File: config.mk
export PLATFORM = sky130hd
export DESIGN_NAME = switch_debouncer
export DESIGN_NICKNAME = d
export VERILOG_FILES = /design/src/rtl/lab_pkg.sv /design/src/rtl/debounce_bit.sv /design/src/rtl/switch_debouncer.sv
export SDC_FILE = /design/constraint.sdc
export NUM_CORES = 1
export LEC_CHECK = 0
export ABC_AREA = 0
export CAP_MARGIN = 20
export CORE_ASPECT_RATIO = 0.75
export CORE_UTILIZATION = 50
export DETAILED_ROUTE_END_ITERATION = 16
export PLACE_DENSITY = 0.72
export SLEW_MARGIN = 20
export SYNTH_ARGS = -nofsm -noshare
export SYNTH_HDL_FRONTEND = slang
export SYNTH_HIERARCHICAL = 1
export SYNTH_SLANG_ARGS = --single-unit
File: constraint.sdc
create_clock -name clk -period 2.4 [get_ports clk]
set_input_delay 0.48 -clock clk [delete_from_list [all_inputs] [get_ports clk]]
set_output_delay 0.48 -clock clk [all_outputs]
set_load 0.01 [all_outputs]
File: src/rtl/lab_pkg.sv
// rtl/lab_pkg.sv - shared types and constants for the switch conditioning path
package lab_pkg;

    // Per-bit debounce FSM states
    typedef enum logic {
        STABLE  = 1'b0,
        PENDING = 1'b1
    } debounce_state_t;

    // 20 ms settle window at the 24 MHz system clock
    localparam int DEFAULT_SETTLE_CYCLES = 480000;
    localparam int SYS_CLK_HZ            = 24000000;

endpackage

File: src/rtl/debounce_bit.sv
// rtl/debounce_bit.sv - one switch bit: two-flop synchronizer plus settle-window FSM
module debounce_bit
    import lab_pkg::*;
#(
    parameter int SETTLE_CYCLES = DEFAULT_SETTLE_CYCLES
) (
    input  logic clk,
    input  logic reset,
    input  logic s_raw,
    output logic s,
    output logic accept
);

    localparam int CW = $clog2(SETTLE_CYCLES);
    localparam logic [CW-1:0] CNT_ONE  = CW'(1);
    localparam logic [CW-1:0] CNT_LAST = CW'(SETTLE_CYCLES - 1);

    logic            sync1;
    logic            sync2;
    debounce_state_t state;
    debounce_state_t state_d;
    logic [CW-1:0]   cnt;
    logic [CW-1:0]   cnt_d;
    logic            take;

    // Next-state logic. The edge that enters PENDING already sees the new
    // level, so it is counted as the first held cycle of the window; the
    // accept then lands SETTLE_CYCLES edges after sync2 first shows the level.
    always_comb begin
        state_d = state;
        cnt_d   = cnt;
        take    = 1'b0;
        case (state)
            STABLE: begin
                cnt_d = '0;
                if (sync2 != s) begin
                    state_d = PENDING;
                    cnt_d   = CNT_ONE;
                end
            end
            PENDING: begin
                if (sync2 == s) begin
                    state_d = STABLE;
                    cnt_d   = '0;
                end else if (cnt == CNT_LAST) begin
                    take    = 1'b1;
                    state_d = STABLE;
                    cnt_d   = '0;
                end else begin
                    cnt_d = cnt + CNT_ONE;
                end
            end
            default: begin
                state_d = STABLE;
                cnt_d   = '0;
            end
        endcase
    end

    // Synchronizer, FSM state, counter and the accepted level; accept flags
    // the edge on which s took a new value
    always_ff @(posedge clk or negedge reset) begin
        if (!reset) begin
            sync1  <= 1'b0;
            sync2  <= 1'b0;
            state  <= STABLE;
            cnt    <= '0;
            s      <= 1'b0;
            accept <= 1'b0;
        end else begin
            sync1  <= s_raw;
            sync2  <= sync1;
            state  <= state_d;
            cnt    <= cnt_d;
            accept <= take;
            if (take) begin
                s <= sync2;
            end
        end
    end

endmodule

File: src/rtl/switch_debouncer.sv
// rtl/switch_debouncer.sv - debounced switch bus; SWITCH_DEBOUNCER_CHANGE_STROBE_EN builds s_changed
module switch_debouncer
    import lab_pkg::*;
#(
    parameter int WIDTH         = 4,
    parameter int SETTLE_CYCLES = DEFAULT_SETTLE_CYCLES
) (
    input  logic             clk,
    input  logic             reset,
    input  logic [WIDTH-1:0] s_raw,
    output logic [WIDTH-1:0] s,
    output logic             s_changed
);

    if (SETTLE_CYCLES < 2) begin : g_bad_settle
        $error("switch_debouncer: SETTLE_CYCLES must be at least 2");
    end

    logic [WIDTH-1:0] accept;

    for (genvar i = 0; i < WIDTH; i++) begin : g_bit
        debounce_bit #(
            .SETTLE_CYCLES(SETTLE_CYCLES)
        ) u_bit (
            .clk    (clk),
            .reset  (reset),
            .s_raw  (s_raw[i]),
            .s      (s[i]),
            .accept (accept[i])
        );
    end

`ifdef SWITCH_DEBOUNCER_CHANGE_STROBE_EN
    // One pulse for any set of bits that accepted on the same edge
    always_ff @(posedge clk or negedge reset) begin
        if (!reset) begin
            s_changed <= 1'b0;
        end else begin
            s_changed <= |accept;
        end
    end
`else
    logic unused_accept;
    assign unused_accept = |accept;
    assign s_changed     = 1'b0;
`endif

endmodule

# Word-level counts from Yosys, hierarchy flattened
# Index checks and enable logic that the tools add are counted.
dict set report totals {
  register_bits 92
  latchBits 0
  ramBits 0
  rom_bits 0
  inputBits 6
  out_inout_bits 5
  word_cells 84
  mem_count 0
}
dict set report op_classes {
  add_sub_neg 4
  n_mul 0
  n_div 0
  n_lt_le_gt_ge 0
  eq_ne 12
  shifts 0
  n_mux 44
  n_bitwise 4
  reduce_logical 0
}
# op count
set ops {}
lappend ops {{19-bit two-way mux} 8}
lappend ops {{19-bit one-hot mux with 2 select lines} 4}
lappend ops {{19-bit by 1-bit adder with 19-bit output (second input constant)} 4}
lappend ops {{19-bit equality test (second input constant)} 4}
lappend ops {{1-bit two-way mux} 28}
lappend ops {{1-bit one-hot mux with 2 select lines} 4}
lappend ops {{1-bit equality test} 4}
lappend ops {{1-bit inequality test} 4}
lappend ops {{1-bit inverter} 4}

# Longest topological paths before layout
# Gate-level depths: netlist (run 1).
dict set report logic_depth {
  ltp_word 4
  depth_mapped 6
  depth_no_buf 5
}

# Modules after synthesis
# Netlist (run 1), hierarchy kept.
# mod instances cells_per_inst area_per_inst_um2 seq_area_each_um2
set modules_own_cells {}
lappend modules_own_cells {debounce_bit 4 107 1116.1 600.6}
lappend modules_own_cells {switch_debouncer 1 2 11.3 0.0}

# Least setup slack after synthesis (run 1)
# Ideal clock, no wire load.
dict set report synth_path {
  path_type {reg-to-reg}
  start {register g_bit[0].u_bit.cnt[0]}
  end {register g_bit[0].u_bit.cnt[18]}
  setup_time_ns 0.078
  arrival_time_ns 1.637
  required_ns 2.322
  slack_ns 0.686
  path_stages_with_launch 6
  path_buffers 0
  synth_period_minus_slack_ns 1.714
  cell_sequence {dfrtp_1 -> ha_1 -> nand3_1 -> or3_1 -> or4_1 -> a21oi_1}
}
dict set report synth_between {
  elab_chain_len 4
  elab_cells_between_ends 5
  cone_classes {add/sub: 1; eq/ne: 1; mux: 3}
}
# element line
set synth_lines {}
lappend synth_lines {{from (decl)} debounce_bit.sv:22} ;# logic [CW-1:0] cnt;
lappend synth_lines {{from (signal assigned)} debounce_bit.sv:74} ;# cnt <= cnt_d;
lappend synth_lines {{19-bit by 1-bit adder with 19-bit output / 19-bit equality test (equally long branches)} {debounce_bit.sv:50, debounce_bit.sv:45}}
lappend synth_lines {{19-bit two-way mux *} debounce_bit.sv:45} ;# end else if (cnt == CNT_LAST) begin
lappend synth_lines {{19-bit two-way mux *} debounce_bit.sv:42} ;# if (sync2 == s) begin
lappend synth_lines {{19-bit one-hot mux with 2 select lines *} debounce_bit.sv:33} ;# case (state)
lappend synth_lines {{net g_bit[0].u_bit.cnt_d[18]} debounce_bit.sv:23} ;# logic [CW-1:0] cnt_d;
# The timed path passes the listed nets; every way through them passes the cells marked *.
# A chain may end at the register's enable or synchronous reset.

# Worst setup path after layout (run 1)
dict set report layout_path {
  start {register g_bit[1].u_bit.cnt[0]}
  end {register g_bit[1].u_bit.cnt[18]}
}
dict set report layout_between {
  elab_chain_len 4
  elab_cells_between_ends 5
  cone_classes {add/sub: 1; eq/ne: 1; mux: 3}
}
# element line
set layout_lines {}
lappend layout_lines {{from (decl)} debounce_bit.sv:22}
lappend layout_lines {{from (signal assigned)} debounce_bit.sv:74}
lappend layout_lines {{19-bit by 1-bit adder with 19-bit output / 19-bit equality test (equally long branches)} {debounce_bit.sv:50, debounce_bit.sv:45}}
lappend layout_lines {{19-bit two-way mux *} debounce_bit.sv:45}
lappend layout_lines {{19-bit two-way mux *} debounce_bit.sv:42}
lappend layout_lines {{19-bit one-hot mux with 2 select lines *} debounce_bit.sv:33}
lappend layout_lines {{net g_bit[1].u_bit.cnt_d[18]} debounce_bit.sv:23}
# Marked as above.

==> results of run 1 <==
[registers in the layout (all words and copies together) (netlist names)]
signal	cells
g_bit.u_bit/s	4
g_bit.u_bit/cnt	76
g_bit.u_bit/state	4
g_bit.u_bit/sync2	4
g_bit.u_bit/sync1	4
[worst max-delay path, stage by stage (launching register included)]
cell and delay (ps):
dfrtp_1 420, ha_1 220, nand3_1 140, or3_1 480, or4_1 430, a21oi_1 160
[cell usage in the layout (no fill, tap or decap)]
cell,count
xnor2_1,36
nor4_1,12
o21ai_0,8
and4b_1,4
o21bai_1,4
clkbuf_8,1
clkdlybuf4s50_1,8
nand3_1,32
and3_1,8
bufinv_16,2
nor3b_1,4
clkinvlp_4,1
nand3_2,4
nor3_1,4
clkinv_2,1
nor2_1,68
nand4_1,8
inv_1,16
ha_1,4
conb_1,1
or4_1,8
buf_12,1
nor4b_1,4
or3_4,4
mux2_2,4
nand2_1,16
xor2_1,20
o31ai_1,8
dfrtp_1,92
buf_4,9
o21ai_2,4
clkbuf_1,2
and4_1,8
clkbuf_16,9
nor4bb_1,4
a21oi_1,20
or3_1,12
[area by class of cell]
class                   instances  area (um2)
fillers                       722        3510
flip-flops and latches         92        2302
multi-input cells             309        1961
clock inverters                 4       72.57
clock buffers                  12       246.5
well taps                     108       135.1
repair buffers                 18       167.7
inverters                      16       60.06
[how the worst max path moves through the flow]
stage,end,from
CTS,g_bit[1].u_bit/cnt[18],g_bit[1].u_bit/cnt[0]
finish,g_bit[1].u_bit/cnt[18],g_bit[1].u_bit/cnt[0]
floorplan,g_bit[0].u_bit/cnt[18],g_bit[0].u_bit/cnt[0]
detailed placement,g_bit[1].u_bit/s,g_bit[1].u_bit/cnt[0]
global placement,g_bit[1].u_bit/s,g_bit[1].u_bit/cnt[0]
global route,g_bit[2].u_bit/s,g_bit[2].u_bit/cnt[0]
[per-layer routing]
layer	track usage, %	vias to the layer above	wire [um]
li1	-	1544	-
met3	4.918	6	173
met2	27.55	27	3273
met1	26.63	1454	4067
met5	0	-	0
met4	4.800	0	59
[report_power, final]
part	leakage (nW)	internal, W	switching, W	total (W)
registers	1.25	0.00157	0.0000148	0.00158
clock network	0.153	0.000940	0.000553	0.00149
logic	0.542	0.0000355	0.0000670	0.000102
[through the flow]
step / cells / power [W] / util (%)
2_1_floorplan: 422 / 0.001656 / -
3_3_place_gp: 543 / 0.001715 / 54.71
3_5_place_dp: 543 / 0.001719 / 54.71
4_1_cts: 559 / 0.003228 / 58.49
5_1_grt: 559 / 0.003311 / 58.49
6_report: 559 / 0.003180 / 58.49
==> flow_metrics.env, run 1 <==
export IMPL_status="finished, final reports clean"
export IMPL_setup_viol=0
export IMPL_rsz0062_at_grt="no"
export IMPL_clockBufferDepth=2
export IMPL_cts_made_buffers=9
export IMPL_start_util_pct=51.46
export IMPL_drtAntennaViolNets=0
export IMPL_die_area_mm2=0.009082
export IMPL_vias=3031
export IMPL_grt_pass1_wl_um=12860
export IMPL_fin_crit_ps=1932
export IMPL_routedWlPerCell_um=13.55
export IMPL_grt_start_max_net_pins=49
export IMPL_cts_sinks=92
export IMPL_dp_hpwl_um=5365
export IMPL_nNetsFinal=456
export IMPL_h_tree_depth=3
export IMPL_peakVddDrop_v=0.0005111
export IMPL_rr_endpoint="g_bit[1].u_bit/cnt[18]"
export IMPL_die_h_um=82.78
export IMPL_grt_antenna_before_repair=0
export IMPL_arrival_ps=2180
export IMPL_yosys_warnings=6
export IMPL_finalInstanceArea_mm2=0.004945
export IMPL_areaGrowthSynthToFinish_pct=13.66
export IMPL_holdBufCountCts=0
export IMPL_fmax_mhz=517.6
export IMPL_routed_wl_um=7574
export IMPL_cts_root_buffer="clkbuf_16"
export IMPL_num_io_pins=11
export IMPL_skew_ps=4.628
export IMPL_worstSkewPairLatency_ps=330
export IMPL_syn_inst=422
export IMPL_ctsResizeCount=0
export IMPL_fin_hold_ws_ps=30.97
export IMPL_crit_required_ps=2650
export IMPL_synth_area_mm2=0.004350
export IMPL_cap_violations=0
export IMPL_first_global_vias=2766
export IMPL_powerDensity_mw_per_mm2=643.0
export IMPL_layout_setup_ws_ps=468.0
export IMPL_final_hold_viol_count=0
export IMPL_syn_area_per_cell_um2=10.31
export IMPL_drc=0
export IMPL_postCtsSetupRepairBufs=0
export IMPL_final_layout_size_suffix_gt1_share_pct=8.869
export IMPL_crit_path_end_kind="flop"
export IMPL_p_leak_nw=1.943
export IMPL_avgViaCountPerCell=5.422
export IMPL_grt_overflow_total=0
export IMPL_worst_r2r_cell_count=5
export IMPL_worstReg2RegStart="g_bit[1].u_bit/cnt[0]"
export IMPL_drt_first_pass_iters=4
export IMPL_gp_congestion=0.8296
export IMPL_row_count=29
export IMPL_coreArea_mm2=0.008454
export IMPL_grt_usage_pct=18.44
export IMPL_path_max_fanout=5
export IMPL_cts_tree="done"
export IMPL_drtIter0Drc=111
export IMPL_syn_nets=432
export IMPL_hold_class="input pin to asynchronous set/reset pin"
export IMPL_clkTransAtPathRegs_ps=60
export IMPL_chipWidth_um=109.7
export IMPL_path_class="flop to flop"
export IMPL_n_antenna_cell=0
export IMPL_io_buffers=9
export IMPL_reg2reg_slack_ps=470
export IMPL_fin_crit_sh_pct=80.50
export IMPL_slew_viol_final=0
export IMPL_dp_worst_setup_slack_ps=498.9
export IMPL_placed_area_mm2=0.004626
export IMPL_startpoint_type="flop"
export IMPL_setup_tns_ps=0
(Power assumes the default switching activity.)
==> run 2: changes to the inputs <==
Clock period 2.4 ns to 1.81 ns, I/O delays scaled along.
==> flow_metrics.env, run 2 (synthesis results as in run 1) <==
export IMPL_path_cells="buf_4 -> nand4_1 -> or3_4 -> or4_1 -> a21oi_1"
export IMPL_path_max_fanout=4
export IMPL_drtIter0Drc=203
export IMPL_grt_start_max_net_pins=40
export IMPL_dp_hpwl_um=5541
export IMPL_slew_viol_final=0
export IMPL_worstSkewPairLatency_ps=340
export IMPL_slowest_delay_ps=470
export IMPL_p_seq_share_pct=48.0
export IMPL_cap_violations=0
export IMPL_final_layout_size_suffix_gt1_share_pct=17.75
export IMPL_worstMarginPinSlew_ps=514.9
export IMPL_cts_made_buffers=9
export IMPL_violations="hold timing"
export IMPL_fin_crit_ps=1744
export IMPL_num_io_pins=11
export IMPL_skew_ps=6.608
export IMPL_clkTransAtPathRegs_ps=60
export IMPL_largest_reg_flops=76
export IMPL_chipWidth_um=109.7
export IMPL_p_leak_nw=2.085
export IMPL_fin_crit_sh_pct=96.37
export IMPL_rsz0062_at_grt="yes"
export IMPL_dp_worst_setup_slack_ps=19.52
export IMPL_most_common_layout_cells="91 x dfrtp_1, 68 x nor2_1, 38 x buf_4"
export IMPL_cts_tree="done"
export IMPL_clockBufferDepth=2
export IMPL_die_area_mm2=0.009082
export IMPL_coreArea_mm2=0.008454
export IMPL_areaGrowthSynthToFinish_pct=20.91
export IMPL_crit_required_ps=2080
export IMPL_gp_congestion=0.8308
export IMPL_maxSlewHeadroom_pct=65.67
export IMPL_path_class="flop to flop"
export IMPL_fmax_mhz=573.3
export IMPL_pwr_share_comb_pct=3.6
export IMPL_avgViaCountPerCell=5.506
export IMPL_nFillCells=690
export IMPL_n_antenna_cell=0
export IMPL_routed_wl_um=8129
export IMPL_grt_overflow_total=0
export IMPL_status="complete, but fails checks"
export IMPL_arrival_ps=2010
export IMPL_layout_setup_ws_ps=65.65
export IMPL_switchingPower_w=0.0008887
export IMPL_grt_pass1_wl_um=13560
export IMPL_final_common_cell="dfrtp_1"
export IMPL_routedWlPerCell_um=13.85
export IMPL_first_global_vias=2991
export IMPL_hold_class="input pin to asynchronous set/reset pin"
export IMPL_sw_frac_of_total_pct=20.31
export IMPL_p_total_w=0.004375
export IMPL_clkPwrFrac_pct=48.4
export IMPL_crit_path_end_kind="flop"
export IMPL_startpoint_type="flop"
export IMPL_setup_viol=0
export IMPL_cp_startpoint="g_bit[0].u_bit/cnt[0]"
export IMPL_cts_sinks=92
export IMPL_top_register="g_bit.u_bit/cnt"
export IMPL_start_util_pct=51.46
export IMPL_row_count=29
export IMPL_holdBufCountCts=0
export IMPL_intPower_w=0.003486
export IMPL_drt_first_pass_iters=5
export IMPL_io_buffers=9
export IMPL_final_hold_viol_count=5
export IMPL_cp_slowest_cell="or4_1"
export IMPL_vias=3232
export IMPL_nNetsFinal=485
export IMPL_fin_hold_ws_ps=-3.539
export IMPL_cts_root_buffer="clkbuf_16"
export IMPL_peakVddDrop_v=0.0006407
export IMPL_worstReg2RegStart="g_bit[0].u_bit/cnt[0]"
export IMPL_die_h_um=82.78
export IMPL_drtAntennaViolNets=0
export IMPL_h_tree_depth=3
export IMPL_grt_usage_pct=19.51
export IMPL_grt_antenna_before_repair=0
export IMPL_drc=0
export IMPL_powerDensity_mw_per_mm2=831.8
[run 2: path summary, 6_finish.rpt]
check                      cells after the start  slack [ps]                     end
setup reg to reg                               5          70  g_bit[0].u_bit/cnt[17]
setup / recovery                               5          70  g_bit[0].u_bit/cnt[17]
hold reg to reg                                0         350    g_bit[3].u_bit/sync2
min in group clk                               0         350    g_bit[3].u_bit/sync2
max in group asynchronous                      2        1250  g_bit[0].u_bit/cnt[14]
hold / removal                                 1          -4   g_bit[3].u_bit/cnt[4]
[run 2: worst max-delay path: cells and delay by family (launching register included)]
kind	cells	cell delay [ps]
AO/OA/AOI/OAI	1	150
AND/OR/NAND/NOR	3	970
buffers and inverters	1	150
flip-flops	1	400
[run 2: cell type report]
cell class | count | area (um2) | area share, %
Sequential cell | 92 | 2303 | 43.79
Timing Repair Buffer | 47 | 385.4 | 7.326
Inverter | 16 | 60.06 | 1.142
Clock buffer | 9 | 225.2 | 4.282
Clock inverter | 6 | 112.6 | 2.141
Tap cell | 108 | 135.1 | 2.569
Multi-Input combinational cell | 309 | 2038 | 38.75
[run 2: through the flow]
stage	std cells	utilization [%]	area, um2	hold WS, ps	TNS (ps)
after floorplan	422	-	4350	66.41	0
after global placement	570	57.11	4828	331.8	0
after detailed placement	570	57.11	4828	335.8	0
after CTS	585	61.17	5171	5.013	0
after global routing	587	62.22	5260	19.54	-22.48
final	587	62.22	5260	-3.539	0
[run 2: power by group through the flow]
| stage | Sequential [W] | Combinational (W) | Clock (W) |
|---|---|---|---|
| finish | 0.00210 | 0.000157 | 0.00212 |
| global route | 0.00210 | 0.000180 | 0.00227 |
| CTS | 0.00210 | 0.000154 | 0.00218 |
| detailed placement | 0.00214 | 0.000153 | 0 |
| global placement | 0.00213 | 0.000149 | 0 |
| floorplan | 0.00214 | 0.0000601 | 0 |
[run 2: routing by layer]
layer / global-route usage, % / routed length (um) / share of wire (%) / vias up
met5: 0 / 0 / 0 / -
met4: 4.667 / 23 / 0.28 / 0
met2: 29.50 / 3658 / 45 / 36
met1: 27.47 / 4167 / 51 / 1592
li1: - / - / - / 1602
met3: 6.089 / 279 / 3.4 / 2
[run 2: repair_timing]
item	4_1_cts	5_1_grt
hold endpoints to repair	0	0
cloned	0	0
setup buffers	0	2
setup endpoints to repair	1	11
pin swaps	0	3
resized for setup	1	16
==> run 3: changes to the inputs <==
==> constraint.sdc (replaced) <==
create_clock -name clk -period 1.81 [get_ports clk]
set_input_delay 0.4525 -clock clk [delete_from_list [all_inputs] [get_ports clk]]
set_output_delay 0.4525 -clock clk [all_outputs]
set_load 0.01 [all_outputs]
==> flow_metrics.env, run 3 (synthesis results as in run 1) <==
export IMPL_status="finished, final reports clean"
export IMPL_grt_overflow_total=0
export IMPL_cts_root_buffer="clkbuf_16"
export IMPL_nNetsFinal=485
export IMPL_fin_crit_sh_pct=96.69
export IMPL_setup_viol=0
export IMPL_p_leak_nw=2.073
export IMPL_h_tree_depth=3
export IMPL_grt_antenna_before_repair=0
export IMPL_hold_class="input pin to asynchronous set/reset pin"
export IMPL_sw_frac_of_total_pct=21.28
export IMPL_worstSkewPairLatency_ps=340
export IMPL_final_common_cell="dfrtp_1"
export IMPL_n_antenna_cell=0
export IMPL_drtAntennaViolNets=0
export IMPL_gp_congestion=0.8614
export IMPL_routed_wl_um=8003
export IMPL_path_max_fanout=7
export IMPL_drc=0
export IMPL_avgViaCountPerCell=5.474
export IMPL_cts_made_buffers=9
export IMPL_areaGrowthSynthToFinish_pct=21.05
export IMPL_largest_reg_flops=76
export IMPL_path_class="flop to flop"
export IMPL_crit_required_ps=2080
export IMPL_intPower_w=0.003292
export IMPL_clkTransAtPathRegs_ps=70
export IMPL_drt_first_pass_iters=4
export IMPL_start_util_pct=51.46
export IMPL_pwr_share_comb_pct=3.9
export IMPL_fin_crit_ps=1750
export IMPL_die_h_um=82.78
export IMPL_clockBufferDepth=2
export IMPL_drtIter0Drc=138
export IMPL_placed_cells=566
export IMPL_fmax_mhz=571.4
export IMPL_cts_tree="done"
export IMPL_dp_hpwl_um=5483
export IMPL_top_register="g_bit.u_bit/cnt"
export IMPL_chipWidth_um=109.7
export IMPL_num_io_pins=11
export IMPL_io_buffers=9
export IMPL_final_hold_viol_count=0
export IMPL_startpoint_type="flop"
export IMPL_vias=3219
export IMPL_most_common_layout_cells="90 x dfrtp_1, 68 x nor2_1, 37 x buf_4"
export IMPL_coreArea_mm2=0.008454
export IMPL_arrival_ps=2020
export IMPL_clkPwrFrac_pct=45.9
export IMPL_fin_hold_ws_ps=59.03
export IMPL_layout_setup_ws_ps=59.89
export IMPL_final_layout_size_suffix_gt1_share_pct=18.75
export IMPL_grt_pass1_wl_um=13940
export IMPL_holdBufCountCts=0
export IMPL_row_count=29
export IMPL_skew_ps=7.109
export IMPL_slew_viol_final=0
export IMPL_grt_usage_pct=20.00
export IMPL_first_global_vias=3013
export IMPL_p_seq_share_pct=50.2
export IMPL_cap_violations=0
export IMPL_peakVddDrop_v=0.0007959
export IMPL_powerDensity_mw_per_mm2=794.1
export IMPL_die_area_mm2=0.009082
export IMPL_grt_start_max_net_pins=35
export IMPL_final_cells=588
export IMPL_routedWlPerCell_um=13.61
export IMPL_switchingPower_w=0.0008898
export IMPL_dp_worst_setup_slack_ps=-1.872
export IMPL_crit_path_end_kind="flop"
export IMPL_cts_sinks=92
[run 3: cell types whose count changed in the layout (fill, tap and decap cells not counted), sizes merged]
cell,change
clkinvlp,+2
clkbuf,+2
bufinv,-2
clkinv,-1
[run 3: worst paths after layout]
kind	start	end	slack (ps)	depth (start not counted)
setup / recovery	g_bit[0].u_bit/cnt[4]	g_bit[0].u_bit/cnt[17]	60	4
hold / removal	reset	g_bit[3].u_bit/cnt[6]	60	1
setup reg to reg	g_bit[0].u_bit/cnt[4]	g_bit[0].u_bit/cnt[17]	60	4
hold reg to reg	g_bit[2].u_bit/sync1	g_bit[2].u_bit/sync2	350	0
max in group asynchronous	reset	g_bit[0].u_bit/cnt[10]	1220	2
min in group clk	g_bit[2].u_bit/sync1	g_bit[2].u_bit/sync2	350	0
[run 3: routing by layer]
layer | up-vias | global-route usage (%) | routed length [um]
met5 | - | 0 | 0
met4 | 0 | 6.933 | 106
met3 | 11 | 5.543 | 254
met2 | 49 | 30.69 | 3622
met1 | 1559 | 27.48 | 4019
li1 | 1600 | - | -
[run 3: power groups by stage]
| stage | Combinational (W) | Sequential, W | Clock (W) |
|---|---|---|---|
| final | 0.000163 | 0.00210 | 0.00192 |
| after global routing | 0.000189 | 0.00210 | 0.00206 |
| after CTS | 0.000158 | 0.00210 | 0.00198 |
| after detailed placement | 0.000154 | 0.00214 | 0 |
| after global placement | 0.000150 | 0.00213 | 0 |
| after floorplan | 0.0000601 | 0.00214 | 0 |
[run 3: final cells by class]
type / instances / area, um2
fill: 667 / 3188
sequential: 92 / 2305
multi-input combinational: 309 / 2057
timing repair buffer: 47 / 397.9
clock buffer: 11 / 252.7
tap: 108 / 135.1
inverter: 16 / 60.06
clock inverter: 5 / 58.81
[run 3: metrics by stage]
stage / setup TNS [ps] / total power (W) / cell area (um2) / utilization [%]
2_1_floorplan: 0 / 0.002195 / 4350 / -
3_3_place_gp: 0 / 0.002284 / 4811 / 56.90
3_5_place_dp: -1.872 / 0.002290 / 4811 / 56.90
4_1_cts: 0 / 0.004238 / 5141 / 60.81
5_1_grt: -27.46 / 0.004345 / 5266 / 62.29
6_report: 0 / 0.004182 / 5266 / 62.29
[run 3: worst max-delay path, stage by stage, from the launching register on]
cell	delay (ps)
dfrtp_1	430
nand3_2	180
or3_4	440
or4_1	470
a21oi_1	150
[run 3: timing repair]
action / CTS / global route
pin swaps: 0 / 5
endpoints found under the hold margin: 0 / 0
endpoints found under the setup margin: 1 / 14
resized for setup: 3 / 19
buffers inserted: 1 / 5
cloned: 0 / 0
